===== config.mk =====
export PLATFORM = sky130hd
export DESIGN_NAME = number_to_ascii6digit
export DESIGN_NICKNAME = d
export VERILOG_FILES = /design/src/rtl/number_to_ascii6digit_pkg.sv /design/src/rtl/number_to_ascii6digit_dabble_nibble.sv /design/src/rtl/number_to_ascii6digit.sv
export SDC_FILE = /design/constraint.sdc
export NUM_CORES = 1
export LEC_CHECK = 0
export CORE_MARGIN = 1
export CORE_UTILIZATION = 45
export DETAILED_ROUTE_END_ITERATION = 10
export GPL_TIMING_DRIVEN = 0
export MAX_ROUTING_LAYER = met4
export PLACE_DENSITY = 0.78
export SLEW_MARGIN = 20
export SYNTH_ARGS = -nofsm -noshare
export SYNTH_HDL_FRONTEND = slang
export SYNTH_HIERARCHICAL = 1
export SYNTH_SLANG_ARGS = --single-unit

===== constraint.sdc =====
create_clock -name clock -period 4.1 [get_ports clock]
set_input_delay 0.615 -clock clock [delete_from_list [all_inputs] [get_ports clock]]
set_output_delay 0.615 -clock clock [all_outputs]
set_load 0.03 [all_outputs]

===== src/rtl/number_to_ascii6digit_pkg.sv =====
// Shared constants for the six-digit ASCII number paths. The ASCII-to-number
// side uses the same values, so both directions agree on the byte layout.
package number_to_ascii6digit_pkg;

    localparam logic [7:0]  ASCII_ZERO  = 8'h30;
    localparam logic [7:0]  ASCII_SPACE = 8'h20;
    localparam logic [31:0] MAX_VALUE   = 32'd999999;
    localparam int          NUM_DIGITS  = 6;
    localparam int          SHIFT_BITS  = 20;   // 999999 < 2^20
    localparam int          BCD_W       = 4 * NUM_DIGITS;
    localparam int          ASCII_W     = 8 * NUM_DIGITS;

    // Packed BCD to ASCII; with blank set, leading zero digits become spaces.
    // The ones digit is always printed so that zero shows as "     0".
    function automatic logic [ASCII_W-1:0] bcd_to_ascii(input logic [BCD_W-1:0] bcd,
                                                        input logic            blank);
        logic [ASCII_W-1:0] res;
        logic               lead;
        res  = '0;
        lead = blank;
        for (int i = NUM_DIGITS - 1; i >= 0; i--) begin
            if (lead && (i != 0) && (bcd[4*i +: 4] == 4'h0)) begin
                res[8*i +: 8] = ASCII_SPACE;
            end else begin
                res[8*i +: 8] = ASCII_ZERO | {4'h0, bcd[4*i +: 4]};
                lead          = 1'b0;
            end
        end
        return res;
    endfunction

endpackage


===== src/rtl/number_to_ascii6digit_dabble_nibble.sv =====
// One BCD digit correction step of double-dabble: add 3 when the digit is
// 5 or more so that the following left shift carries into the next digit.
module dabble_nibble (
    input  logic [3:0] nib_i,
    output logic [3:0] nib_o
);

    assign nib_o = (nib_i >= 4'd5) ? (nib_i + 4'd3) : nib_i;

endmodule


===== src/rtl/number_to_ascii6digit.sv =====
// Serial binary-to-ASCII converter: 32-bit unsigned in, six ASCII decimal
// digits out. Values above 999999 saturate and raise overflow. One shift per
// clock, result valid (done pulse) 20 clocks after the accepting edge.
module number_to_ascii6digit
    import number_to_ascii6digit_pkg::*;
#(
    parameter int unsigned LEADING_ZERO_BLANK = 0
) (
    input  logic                clock,
    input  logic                reset,
    input  logic                start,
    input  logic [31:0]         number,
    output logic                busy,
    output logic                done,
    output logic                overflow,
    output logic [ASCII_W-1:0]  ascii
);

    localparam logic               BLANK     = (LEADING_ZERO_BLANK != 0);
    localparam logic [0:0]         IDLE      = 1'b0;
    localparam logic [0:0]         SHIFT     = 1'b1;
    localparam logic [4:0]         LAST_CNT  = 5'(SHIFT_BITS - 1);
    localparam logic [ASCII_W-1:0] ASCII_RST = BLANK ? 48'h202020202030 : 48'h303030303030;

    logic [0:0]            state_q, state_d;
    logic [SHIFT_BITS-1:0] bin_q,   bin_d;
    logic [BCD_W-1:0]      bcd_q,   bcd_d;
    logic [4:0]            cnt_q,   cnt_d;
    logic                  pend_q,  pend_d;
    logic                  done_q,  done_d;
    logic                  ovf_q,   ovf_d;
    logic [ASCII_W-1:0]    ascii_q, ascii_d;
    logic [BCD_W-1:0]      bcd_adj;

    // Per-digit add-3 correction applied before every shift.
    for (genvar g = 0; g < NUM_DIGITS; g++) begin : g_dig
        dabble_nibble u_dab (
            .nib_i (bcd_q[4*g +: 4]),
            .nib_o (bcd_adj[4*g +: 4])
        );
    end

    // Next-state: accept in IDLE, shift one bit per clock, format on the last shift.
    always_comb begin
        state_d = state_q;
        bin_d   = bin_q;
        bcd_d   = bcd_q;
        cnt_d   = cnt_q;
        pend_d  = pend_q;
        done_d  = 1'b0;
        ovf_d   = ovf_q;
        ascii_d = ascii_q;
        case (state_q)
            IDLE: begin
                if (start) begin
                    if (number > MAX_VALUE) begin
                        bin_d  = MAX_VALUE[SHIFT_BITS-1:0];
                        pend_d = 1'b1;
                    end else begin
                        bin_d  = number[SHIFT_BITS-1:0];
                        pend_d = 1'b0;
                    end
                    bcd_d   = '0;
                    cnt_d   = '0;
                    state_d = SHIFT;
                end
            end
            SHIFT: begin
                bcd_d = {bcd_adj[BCD_W-2:0], bin_q[SHIFT_BITS-1]};
                bin_d = {bin_q[SHIFT_BITS-2:0], 1'b0};
                cnt_d = cnt_q + 5'd1;
                if (cnt_q == LAST_CNT) begin
                    // bcd_d already holds the fully shifted result here.
                    ascii_d = bcd_to_ascii(bcd_d, BLANK);
                    ovf_d   = pend_q;
                    done_d  = 1'b1;
                    state_d = IDLE;
                end
            end
            default: state_d = IDLE;
        endcase
    end

    // State registers; reset aborts any conversion in flight.
    always_ff @(posedge clock or negedge reset) begin
        if (!reset) begin
            state_q <= IDLE;
            bin_q   <= '0;
            bcd_q   <= '0;
            cnt_q   <= '0;
            pend_q  <= 1'b0;
            done_q  <= 1'b0;
            ovf_q   <= 1'b0;
            ascii_q <= ASCII_RST;
        end else begin
            state_q <= state_d;
            bin_q   <= bin_d;
            bcd_q   <= bcd_d;
            cnt_q   <= cnt_d;
            pend_q  <= pend_d;
            done_q  <= done_d;
            ovf_q   <= ovf_d;
            ascii_q <= ascii_d;
        end
    end

    assign busy     = (state_q == SHIFT);
    assign done     = done_q;
    assign overflow = ovf_q;
    assign ascii    = ascii_q;

endmodule


## Word level (Yosys, flattened, before mapping)

Cells that the tools add are included.

- Add/sub/neg operators: 7
- Magnitude comparators: 7
- Equality and inequality tests: 2
- Muxes and demuxes: 34
- Bitwise operators: 1
- Reductions and logical operators: 10

Operator list:

| operator | number |
|---|---|
| $pmux 24 s2 | 1 |
| $mux 20 | 2 |
| $pmux 20 s2 | 1 |
| $gt 32x20->1 const B | 1 |
| $mux 5 | 5 |
| $ge 4x3->1 const B | 6 |
| $mux 24 | 1 |
| $add 4x2->4 const B | 5 |
| $mux 4 | 5 |
| $logic_not 4->1 | 4 |
| $mux 1 | 16 |
| $pmux 5 s2 | 1 |
| $add 5x1->5 const B | 1 |
| $eq 5x5->1 const B | 1 |
| $logic_and 1x1->1 | 4 |
| $reduce_and 2->1 | 2 |
| $add 3x2->3 const B | 1 |
| $mux 3 | 1 |
| $ne 2x2->1 const B | 1 |
| $pmux 1 s2 | 1 |
| $not 1->1 | 1 |

- Bits in registers: 93
- Bits of input ports: 35
- Output and inout bits: 51
- Logic and storage cells: 69

## Logic depth before layout (Yosys ltp)

Gate-level depths: netlist of the first run.

- Depth in word-level cells: 17
- Depth in mapped cells: 6

## Hierarchy

The synthesis of the first run kept the hierarchy.

By module, submodules not included:

| module | instances | cells each | area an instance (um^2) | seq. area each (um^2) |
|---|---|---|---|---|
| number_to_ascii6digit | 1 | 283 | 3349.5 | 1926.8 |
| dabble_nibble | 6 | 16 | 101.3 | 0.0 |

## Worst setup path before layout of the first run

Ideal clock, no wire load.

- Path kind: input -> register
- Start: in start
- End: reg bin_q[1]
- Arrival time: 1.810 ns
- Data required time: 3.981 ns
- Path slack: 2.171 ns
- Cell stages on the path: 6
- Buffers on the path: 2
- Cells stage by stage: buf_4 -> nor4b_4 -> nand4_4 -> or3_4 -> buf_6 -> o21a_1

- Longest elaborated chain between the ends: 1

RTL lines:

| what | RTL line | RTL |
|---|---|---|
| start, declared | number_to_ascii6digit.sv:11 | `input logic start,` |
| $ne 2x2->1 (no source line) | - |  |
| end signal, assigned | number_to_ascii6digit.sv:97 | `bin_q <= bin_d;` |
| end, declared | number_to_ascii6digit.sv:26 | `logic [SHIFT_BITS-1:0] bin_q, bin_d;` |

Every way passes these cells.
A chain may end at the register's enable or synchronous reset.

## Worst setup path in the final report of the first run

- Start: reg state_q (netlist: busy)
- End: out busy

RTL lines:

| what | RTL line | RTL |
|---|---|---|
| start, declared | number_to_ascii6digit.sv:25 | `logic [0:0] state_q, state_d;` |
| start signal, assigned | number_to_ascii6digit.sv:96 | `state_q <= state_d;` |
| end, declared | number_to_ascii6digit.sv:13 | `output logic busy,` |

No word-level cell between the ends.

==> flow_metrics.env, run 1 <==
export IMPL_cpPeakStageDelay_ns=0.71
export IMPL_vias=2946
export IMPL_die_x_um=95.5
export IMPL_cp_end_kind="output pin"
export IMPL_multi_input_area_um2=1760
export IMPL_cts_hold_buf=0
export IMPL_fillers=719
export IMPL_worst_slew_pin_slew_ns=0.603
export IMPL_relSlewSlack_pct=59.5
export IMPL_syn_inst=375
export IMPL_pwr_density_cell_nw_per_um2=746
export IMPL_avgSynthCellArea_um2=10.5
export IMPL_use_met1_pct=25.4
export IMPL_min_path_type="in2async"
export IMPL_io_pins=86
export IMPL_fmax_mhz=470
export IMPL_portBuffers=60
export IMPL_viasPerCell=5.09
export IMPL_drive_gt1_share_pct=13.5
export IMPL_internal_power_w=0.00228
export IMPL_initial_core_util_pct=47.2
export IMPL_leakage_nw=2.34
export IMPL_critPathMaxFanout=5
export IMPL_power_w=0.00372
export IMPL_hold_violations=0
export IMPL_yosys_warnings=6
export IMPL_grt_pass1_wl_um=13500
export IMPL_drt_pass1_iter_count=4
export IMPL_cts_buffer_depth=2
export IMPL_synth_area_um2=3940
export IMPL_cp_arrival_ns=1.51
export IMPL_ir_drop_mv=0.304
export IMPL_final_nets=517
export IMPL_status="completed"
export IMPL_grt_pass1_vias=2863
export IMPL_cts_max_level=3
export IMPL_routed_wl_um=7640
export IMPL_die_h_um=95.5
export IMPL_antenna_found_initial=0
export IMPL_cp_cell_sequence="clkdlybuf4s50_1"
export IMPL_drv_cap=0
export IMPL_grt_busiest_layer="met2"
export IMPL_regArea_um2=1930
export IMPL_finalSetupViolations=0
export IMPL_cts_inserted_buffers=9
export IMPL_grt_util_met2_pct=30.7
export IMPL_syn_to_final_growth_pct=26.5
export IMPL_wl_per_cell_um=13.2
export IMPL_critPathBufInv=1
export IMPL_power_frac_seq_pct=36.1
export IMPL_p_sw_share_pct=38.6
export IMPL_rsz0062_at_grt="no"
export IMPL_crit_required_ns=3.48
export IMPL_cts_clk_slew_worst_paths_ns=0.08
export IMPL_dieArea_um2=9130
export IMPL_postCtsSetupRepairBufs=0
export IMPL_cts_resized_gates=0
export IMPL_finalMaxSlewViolations=0
export IMPL_global_route_overflow_total=0
export IMPL_fin_crit_ns=2.13
export IMPL_drtAntennaViolNets=0
export IMPL_postLayoutCoreUtil_pct=59.7
export IMPL_cp_top_family="buffers and inverters"
export IMPL_tritoncts="yes"
export IMPL_finClkSkew_ns=0.0154
export IMPL_power_frac_comb_pct=47.0
export IMPL_track_usage_pct=19.9
export IMPL_clk_latency_ns=0.36
export IMPL_cts_root_buf="clkbuf_8"
export IMPL_path_class="reg2out"
export IMPL_first_iter_violations=81
export IMPL_clkPwrFrac_pct=16.9
export IMPL_grtUsageMet3_pct=4.78
export IMPL_antenna_cells=0
export IMPL_drc_errors=0
export IMPL_grt_start_max_net_pins=41
export IMPL_crit_slowest_cell="clkdlybuf4s50_1"
export IMPL_p_switching_w=0.00143
export IMPL_startpoint_type="flip-flop"
export IMPL_period_share_pct=51.9
export IMPL_hpwl_um=5600
export IMPL_finalWeightedCongestion=0.778
export IMPL_cts_num_sinks=77
export IMPL_rows=33
export IMPL_core_area_um2=8340
-- per-layer routing --
layer  vias up  part of all wire, %
met1      1418                   46
met2        89                   48
li1       1426                    -
met4         0                  1.9
met5         -                    0
met3        13                  5.0
-- registers in the layout (all words and copies together) (netlist names) --
signal    cells
bcd_q        24
overflow      1
pend_q        1
cnt_q         5
ascii        24
busy          1
done          1
bin_q        20
-- worst register-to-register path: stages, from the launching register on --
cell and delay [ns]:
dfrtp_1 0.45, clkbuf_1 0.32, clkbuf_1 0.41, buf_1 0.44, a21oi_1 0.14, o21ai_1 0.11
-- final timing paths --
kind / slack, ns / cells past startpoint / startpoint / end
setup / recovery: 1.97 / 1 / busy / busy
hold / removal: 0.22 / 1 / reset / bcd_q[2]
setup reg to reg: 2.16 / 5 / busy / bin_q[12]
hold reg to reg: 0.48 / 2 / bin_q[13] / bin_q[14]
max in group asynchronous: 3.31 / 2 / reset / ascii[26]
min in group clock: 0.48 / 2 / bin_q[13] / bin_q[14]
-- area by class of cell --
cell class	count	area share, %
Sequential cell	77	38.7
Multi-Input combinational cell	258	35.3
Timing Repair Buffer	61	12.4
Buffer	40	5.10
Tap cell	105	2.64
Clock buffer	9	2.49
Clock inverter	7	1.78
Inverter	22	1.66
-- layout by cell type (no fill, tap or decap), types with 11 or more instances in the layout --
cell type	n
clkdlybuf4s50_1	59
nor2_1	20
o21ai_1	20
nand2b_1	16
buf_4	26
dfrtp_1	77
nand2_1	39
a22o_1	24
ha_1	13
inv_1	21
mux2_1	19
clkbuf_1	11
o21ai_0	11
conb_1	24
-- power by group through the flow --
stage	Clock [W]	Sequential [W]	Combinational, W
floorplan	0	0.00151	0.00107
global placement	0	0.00134	0.00168
detailed placement	0	0.00136	0.00175
CTS	0.000636	0.00134	0.00176
global route	0.000679	0.00139	0.00194
finish	0.000628	0.00134	0.00175
-- stage by stage --
stage,cells,hold slack [ns],setup WS [ns],area [µm²],setup TNS [ns]
final,579,0.223,1.97,4980,0
after global routing,579,0.251,1.89,4980,0
after CTS,579,0.235,1.95,4980,0
after detailed placement,563,0.474,1.62,4770,0
after global placement,562,0.461,-0.281,4750,-21.42
after floorplan,397,0.319,2.17,4020,0
Note: power is estimated with default switching activity, not from simulation.
==> inputs of run 2 (changes only) <==
==> constraint.sdc (replaced) <==
create_clock -name clock -period 2 [get_ports clock]
set_input_delay 0.3 -clock clock [delete_from_list [all_inputs] [get_ports clock]]
set_output_delay 0.3 -clock clock [all_outputs]
set_load 0.03 [all_outputs]
==> run 2 against run 1 <==
  * Hold slack better by 0.096 ns
  * Clock power up 110%
  * First-iteration DRC count rose by 11%
  * Total power increased by 110%
  * Clock skew about the same
  * Setup slack worse by 1.8 ns
  * Design area grew 0.25%
  * Via count unchanged
  * Critical path depth grew 3
  * Non-clock buffer count is 1 higher
  * Largest power group unchanged
==> flow_metrics.env, run 2 (synthesized netlist as in run 1, its figures left out) <==
export IMPL_mostFrequentLayoutCells="77 x dfrtp_1, 59 x clkdlybuf4s50_1, 39 x nand2_1"
export IMPL_status="completed"
export IMPL_antenna_cells=0
export IMPL_finalSetupViolations=0
export IMPL_cp_arrival_ns=2.07
export IMPL_track_usage_pct=19.9
export IMPL_syn_to_final_growth_pct=26.9
export IMPL_crit_slowest_cell="dfrtp_1"
export IMPL_grt_start_max_net_pins=41
export IMPL_period_share_pct=91.2
export IMPL_pwr_density_cell_nw_per_um2=1530
export IMPL_critPathBufInv=1
export IMPL_portBuffers=60
export IMPL_postCtsSetupRepairBufs=0
export IMPL_grt_pass1_wl_um=13500
export IMPL_grt_pass1_vias=2863
export IMPL_rsz0062_at_grt="no"
export IMPL_leakage_nw=2.35
export IMPL_min_to="cnt_q[0]"
export IMPL_cp_end_kind="flip-flop"
export IMPL_holdPathStages=3
export IMPL_cts_root_buf="clkbuf_8"
export IMPL_ir_drop_mv=0.623
export IMPL_cp_top_family="flip-flops"
export IMPL_antenna_found_initial=0
export IMPL_fin_cells=580
export IMPL_viasPerCell=5.08
export IMPL_critPathMaxFanout=10
export IMPL_worst_slew_pin_slew_ns=0.587
export IMPL_rows=33
export IMPL_global_route_overflow_total=0
export IMPL_fillers=718
export IMPL_min_path_type="in2reg"
export IMPL_hold_slack_ns=0.319
export IMPL_layout_setup_ws_ns=0.175
export IMPL_cts_buffer_depth=2
export IMPL_hpwl_um=5600
export IMPL_finClkSkew_ns=0.0156
export IMPL_path_class="reg2reg"
export IMPL_die_h_um=95.5
export IMPL_setup_tns_ns=0
export IMPL_r2r_end="ascii[26]"
export IMPL_dieArea_um2=9130
export IMPL_finalWeightedCongestion=0.778
export IMPL_cts_inserted_buffers=9
export IMPL_min_delay_start="start"
export IMPL_core_area_um2=8340
export IMPL_final_nets=518
export IMPL_relSlewSlack_pct=60.6
export IMPL_drt_pass1_iter_count=4
export IMPL_routed_wl_um=7660
export IMPL_placed_cells=563
export IMPL_cp_cell_sequence="ha_1 > nand4_1 > buf_2 > mux2_1"
export IMPL_power_w=0.00763
export IMPL_drc_errors=0
export IMPL_tritoncts="yes"
export IMPL_drv_cap=0
export IMPL_cpPeakStageDelay_ns=0.42
export IMPL_wl_per_cell_um=13.2
export IMPL_r2r_slack_ns=0.18
export IMPL_r2r_cells=4
export IMPL_cts_num_sinks=77
export IMPL_fmax_mhz=548
export IMPL_crit_required_ns=2.24
export IMPL_hold_violations=0
export IMPL_drive_gt1_share_pct=13.9
export IMPL_io_pins=86
export IMPL_mostFrequentLayoutCell="dfrtp_1"
export IMPL_startpoint_type="flip-flop"
export IMPL_die_x_um=95.5
export IMPL_fin_crit_ns=1.82
export IMPL_finalMaxSlewViolations=0
export IMPL_initial_core_util_pct=47.2
export IMPL_vias=2946
export IMPL_drtAntennaViolNets=0
export IMPL_r2r_start="cnt_q[0]"
export IMPL_first_iter_violations=90
export IMPL_cts_max_level=3
export IMPL_cts_clk_slew_worst_paths_ns=0.08
export IMPL_clk_latency_ns=0.36
export IMPL_dp_slack_ns=-0.168
run 2: worst max path at each step:
stage	startpoint	end	slack, ns	cells after the start
global route	busy	bin_q[13]	0.05	5
floorplan	busy	cnt_q[0]	0.32	4
detailed placement	number[27]	bin_q[2]	-0.17	6
finish	cnt_q[0]	ascii[26]	0.18	4
CTS	busy	bin_q[12]	0.07	5
global placement	reset	ascii[34]	-2.07	1
run 2: per-layer routing:
metal	global-route usage (%)	up-vias	wire, µm
met5	-	-	0
met4	7.34	0	138
met3	4.70	11	348
met2	30.7	85	3640
met1	25.5	1419	3540
li1	-	1431	-
run 2: power breakdown:
group | switching, W | total, W | internal [W]
clock network | 0.000589 | 0.00129 | 0.000698
registers | 0.000520 | 0.00275 | 0.00223
logic | 0.00184 | 0.00359 | 0.00175
total | 0.00294 | 0.00763 | 0.00468
run 2: tightest hold or removal path, stage by stage:
cell and delay (ns):
buf_4 0.15, nand2b_1 0.12, mux2i_1 0.06
run 2: area by class of cell:
class / instances / area, µm² / share of cell area (%)
repair buffers: 62 / 628 / 12.6
flip-flops and latches: 77 / 1930 / 38.6
well taps: 105 / 131 / 2.63
clock buffers: 9 / 124 / 2.48
clock inverters: 7 / 88.8 / 1.78
multi-input cells: 258 / 1760 / 35.2
plain buffers: 40 / 256 / 5.14
inverters: 22 / 82.6 / 1.65
run 2: what timing repair did:
action,CTS,global route
hold buffers,1,0
resized for setup,0,3
endpoints found under the hold margin,37,0
setup endpoints to repair,0,12
run 2: through the flow:
step | instance area (µm²) | utilization [%]
6_report | 4990 | 59.9
4_1_cts | 4990 | 59.9
3_3_place_gp | 4750 | 57.0
5_1_grt | 4990 | 59.9
2_1_floorplan | 4020 | -
3_5_place_dp | 4770 | 57.2
==> inputs of run 3 (changes only) <==
--- a/config.mk
+++ b/config.mk
@@ -5,12 +5,15 @@
 export SDC_FILE = /design/constraint.sdc
 export NUM_CORES = 1
 export LEC_CHECK = 0
+export CAP_MARGIN = 10
+export CELL_PAD_IN_SITES_DETAIL_PLACEMENT = 0
+export CELL_PAD_IN_SITES_GLOBAL_PLACEMENT = 2
 export CORE_MARGIN = 1
-export CORE_UTILIZATION = 45
+export CORE_UTILIZATION = 32
 export DETAILED_ROUTE_END_ITERATION = 10
 export GPL_TIMING_DRIVEN = 0
 export MAX_ROUTING_LAYER = met4
-export PLACE_DENSITY = 0.78
+export PLACE_DENSITY = 0.86
 export SLEW_MARGIN = 20
 export SYNTH_ARGS = -nofsm -noshare
 export SYNTH_HDL_FRONTEND = slang
==> run 3 against run 2 <==
  * Setup slack got worse by 0.0053 ns
  * Clock skew fell by 0.0068 ns
  * Sequential cell count did not move
  * Global-route usage fell by 5.8 points
  * Critical endpoint is now cnt_q[0]
  * Largest power group unchanged
  * Largest cell class unchanged
==> flow_metrics.env, run 3 (synthesized netlist as in run 1, its figures left out) <==
export IMPL_cts_root_buf="clkbuf_16"
export IMPL_path_class="reg2reg"
export IMPL_antenna_found_initial=0
export IMPL_critPathMaxFanout=10
export IMPL_viasPerCell=4.68
export IMPL_mostFrequentLayoutCells="77 x dfrtp_1, 59 x clkdlybuf4s50_1, 39 x nand2_1"
export IMPL_global_route_overflow_total=0
export IMPL_final_nets=521
export IMPL_worst_slew_pin_slew_ns=0.576
export IMPL_leakage_nw=2.40
export IMPL_cts_buffer_depth=2
export IMPL_track_usage_pct=14.0
export IMPL_cts_clk_slew_worst_paths_ns=0.06
export IMPL_drive_gt1_share_pct=14.0
export IMPL_antenna_cells=0
export IMPL_min_delay_start="start"
export IMPL_finClkSkew_ns=0.00881
export IMPL_grt_start_max_net_pins=41
export IMPL_status="completed"
export IMPL_r2r_end="cnt_q[0]"
export IMPL_wl_per_cell_um=12.9
export IMPL_fillers=1153
export IMPL_finalWeightedCongestion=0.733
export IMPL_vias=2923
export IMPL_startpoint_type="flip-flop"
export IMPL_postLayoutCoreUtil_pct=43.0
export IMPL_hold_violations=0
export IMPL_die_x_um=113
export IMPL_rows=40
export IMPL_cp_end_kind="flip-flop"
export IMPL_cp_arrival_ns=2.08
export IMPL_holdPathStages=3
export IMPL_io_pins=86
export IMPL_min_to="cnt_q[0]"
export IMPL_cpPeakStageDelay_ns=0.45
export IMPL_drc_errors=0
export IMPL_hpwl_um=5840
export IMPL_grt_pass1_vias=2838
export IMPL_routed_wl_um=8090
export IMPL_tritoncts="yes"
export IMPL_rsz0062_at_grt="no"
export IMPL_grt_pass1_wl_um=13700
export IMPL_initial_core_util_pct=32.8
export IMPL_die_h_um=113
export IMPL_portBuffers=60
export IMPL_r2r_start="busy"
export IMPL_pwr_density_cell_nw_per_um2=1560
export IMPL_first_iter_violations=109
export IMPL_clk_latency_ns=0.33
export IMPL_crit_required_ns=2.25
export IMPL_dieArea_um2=12800
export IMPL_mostFrequentLayoutCell="dfrtp_1"
export IMPL_finalMaxSlewViolations=0
export IMPL_drtAntennaViolNets=0
export IMPL_drt_pass1_iter_count=4
export IMPL_fmax_mhz=546
export IMPL_crit_slowest_cell="dfrtp_1"
export IMPL_r2r_slack_ns=0.17
export IMPL_drv_cap=0
export IMPL_finalSetupViolations=0
export IMPL_cp_cell_sequence="clkbuf_1 > clkbuf_1 > buf_2 > mux2i_1"
export IMPL_ir_drop_mv=0.459
export IMPL_min_path_type="in2reg"
export IMPL_core_area_um2=12000
export IMPL_fin_crit_ns=1.83
export IMPL_r2r_cells=4
export IMPL_period_share_pct=91.5
export IMPL_cts_max_level=3
export IMPL_cts_num_sinks=77
export IMPL_cp_common_cell="clkbuf_1"
export IMPL_relSlewSlack_pct=61.6
export IMPL_setup_tns_ns=0
export IMPL_syn_to_final_growth_pct=31.2
export IMPL_cts_inserted_buffers=9
==> run 3: worst max-delay path by stage <==
stage,startpoint,endpoint,depth (start not counted)
CTS,busy,bin_q[14],5
global placement,reset,ascii[35],1
detailed placement,number[27],bin_q[2],6
finish,busy,cnt_q[0],4
global route,busy,bin_q[12],5
floorplan,busy,cnt_q[0],4
==> run 3: final cells by class <==
class                   instances  area (µm²)  area share, %
repair buffers                 65         651           12.6
clock buffers                  11         233           4.51
clock inverters                 5        75.1           1.45
inverters                      22        82.6           1.60
plain buffers                  40         256           4.97
multi-input cells             258        1760           34.0
well taps                     147         184           3.56
flip-flops and latches         77        1930           37.3
==> run 3: per-stage QoR <==
stage	power (W)	hold WS (ns)	instances	instance area (µm²)	setup WS, ns
2_1_floorplan	0.00529	0.00441	397	4020	0.317
3_5_place_dp	0.00640	0.305	605	4820	-0.189
4_1_cts	0.00814	0.362	622	5140	0.0252
3_3_place_gp	0.00628	0.470	604	4800	-2.17
5_1_grt	0.00868	0.368	625	5160	0.0355
6_report	0.00807	0.366	625	5160	0.170
==> run 3: critical path, delay by kind of cell, from the launching register on <==
family | cells | cell delay, ns
DFF | 1 | 0.45
muxes | 1 | 0.22
buffers and inverters | 3 | 1.08
==> run 3: where the power goes <==
group / internal, W / switching [W] / total [W]
sequential: 0.00224 / 0.000513 / 0.00275
combinational: 0.00176 / 0.00185 / 0.00361
clock: 0.00109 / 0.000618 / 0.00170
==> run 3: per-layer routing <==
metal  part of all wire [%]  global-route usage, %  vias up
li1                       -                      -     1434
met1                     48                   18.2     1387
met2                     46                   22.1       88
met3                    4.2                   2.62       14
met4                    1.7                   5.00        0
met5                      0                      -        -
==> run 3: what timing repair did <==
action,in CTS,in global routing
setup buffers,0,3
hold buffers,1,0
setup endpoints to repair,6,29
resized for setup,1,2
endpoints found under the hold margin,37,0
cloned,0,0
pin swaps,0,1
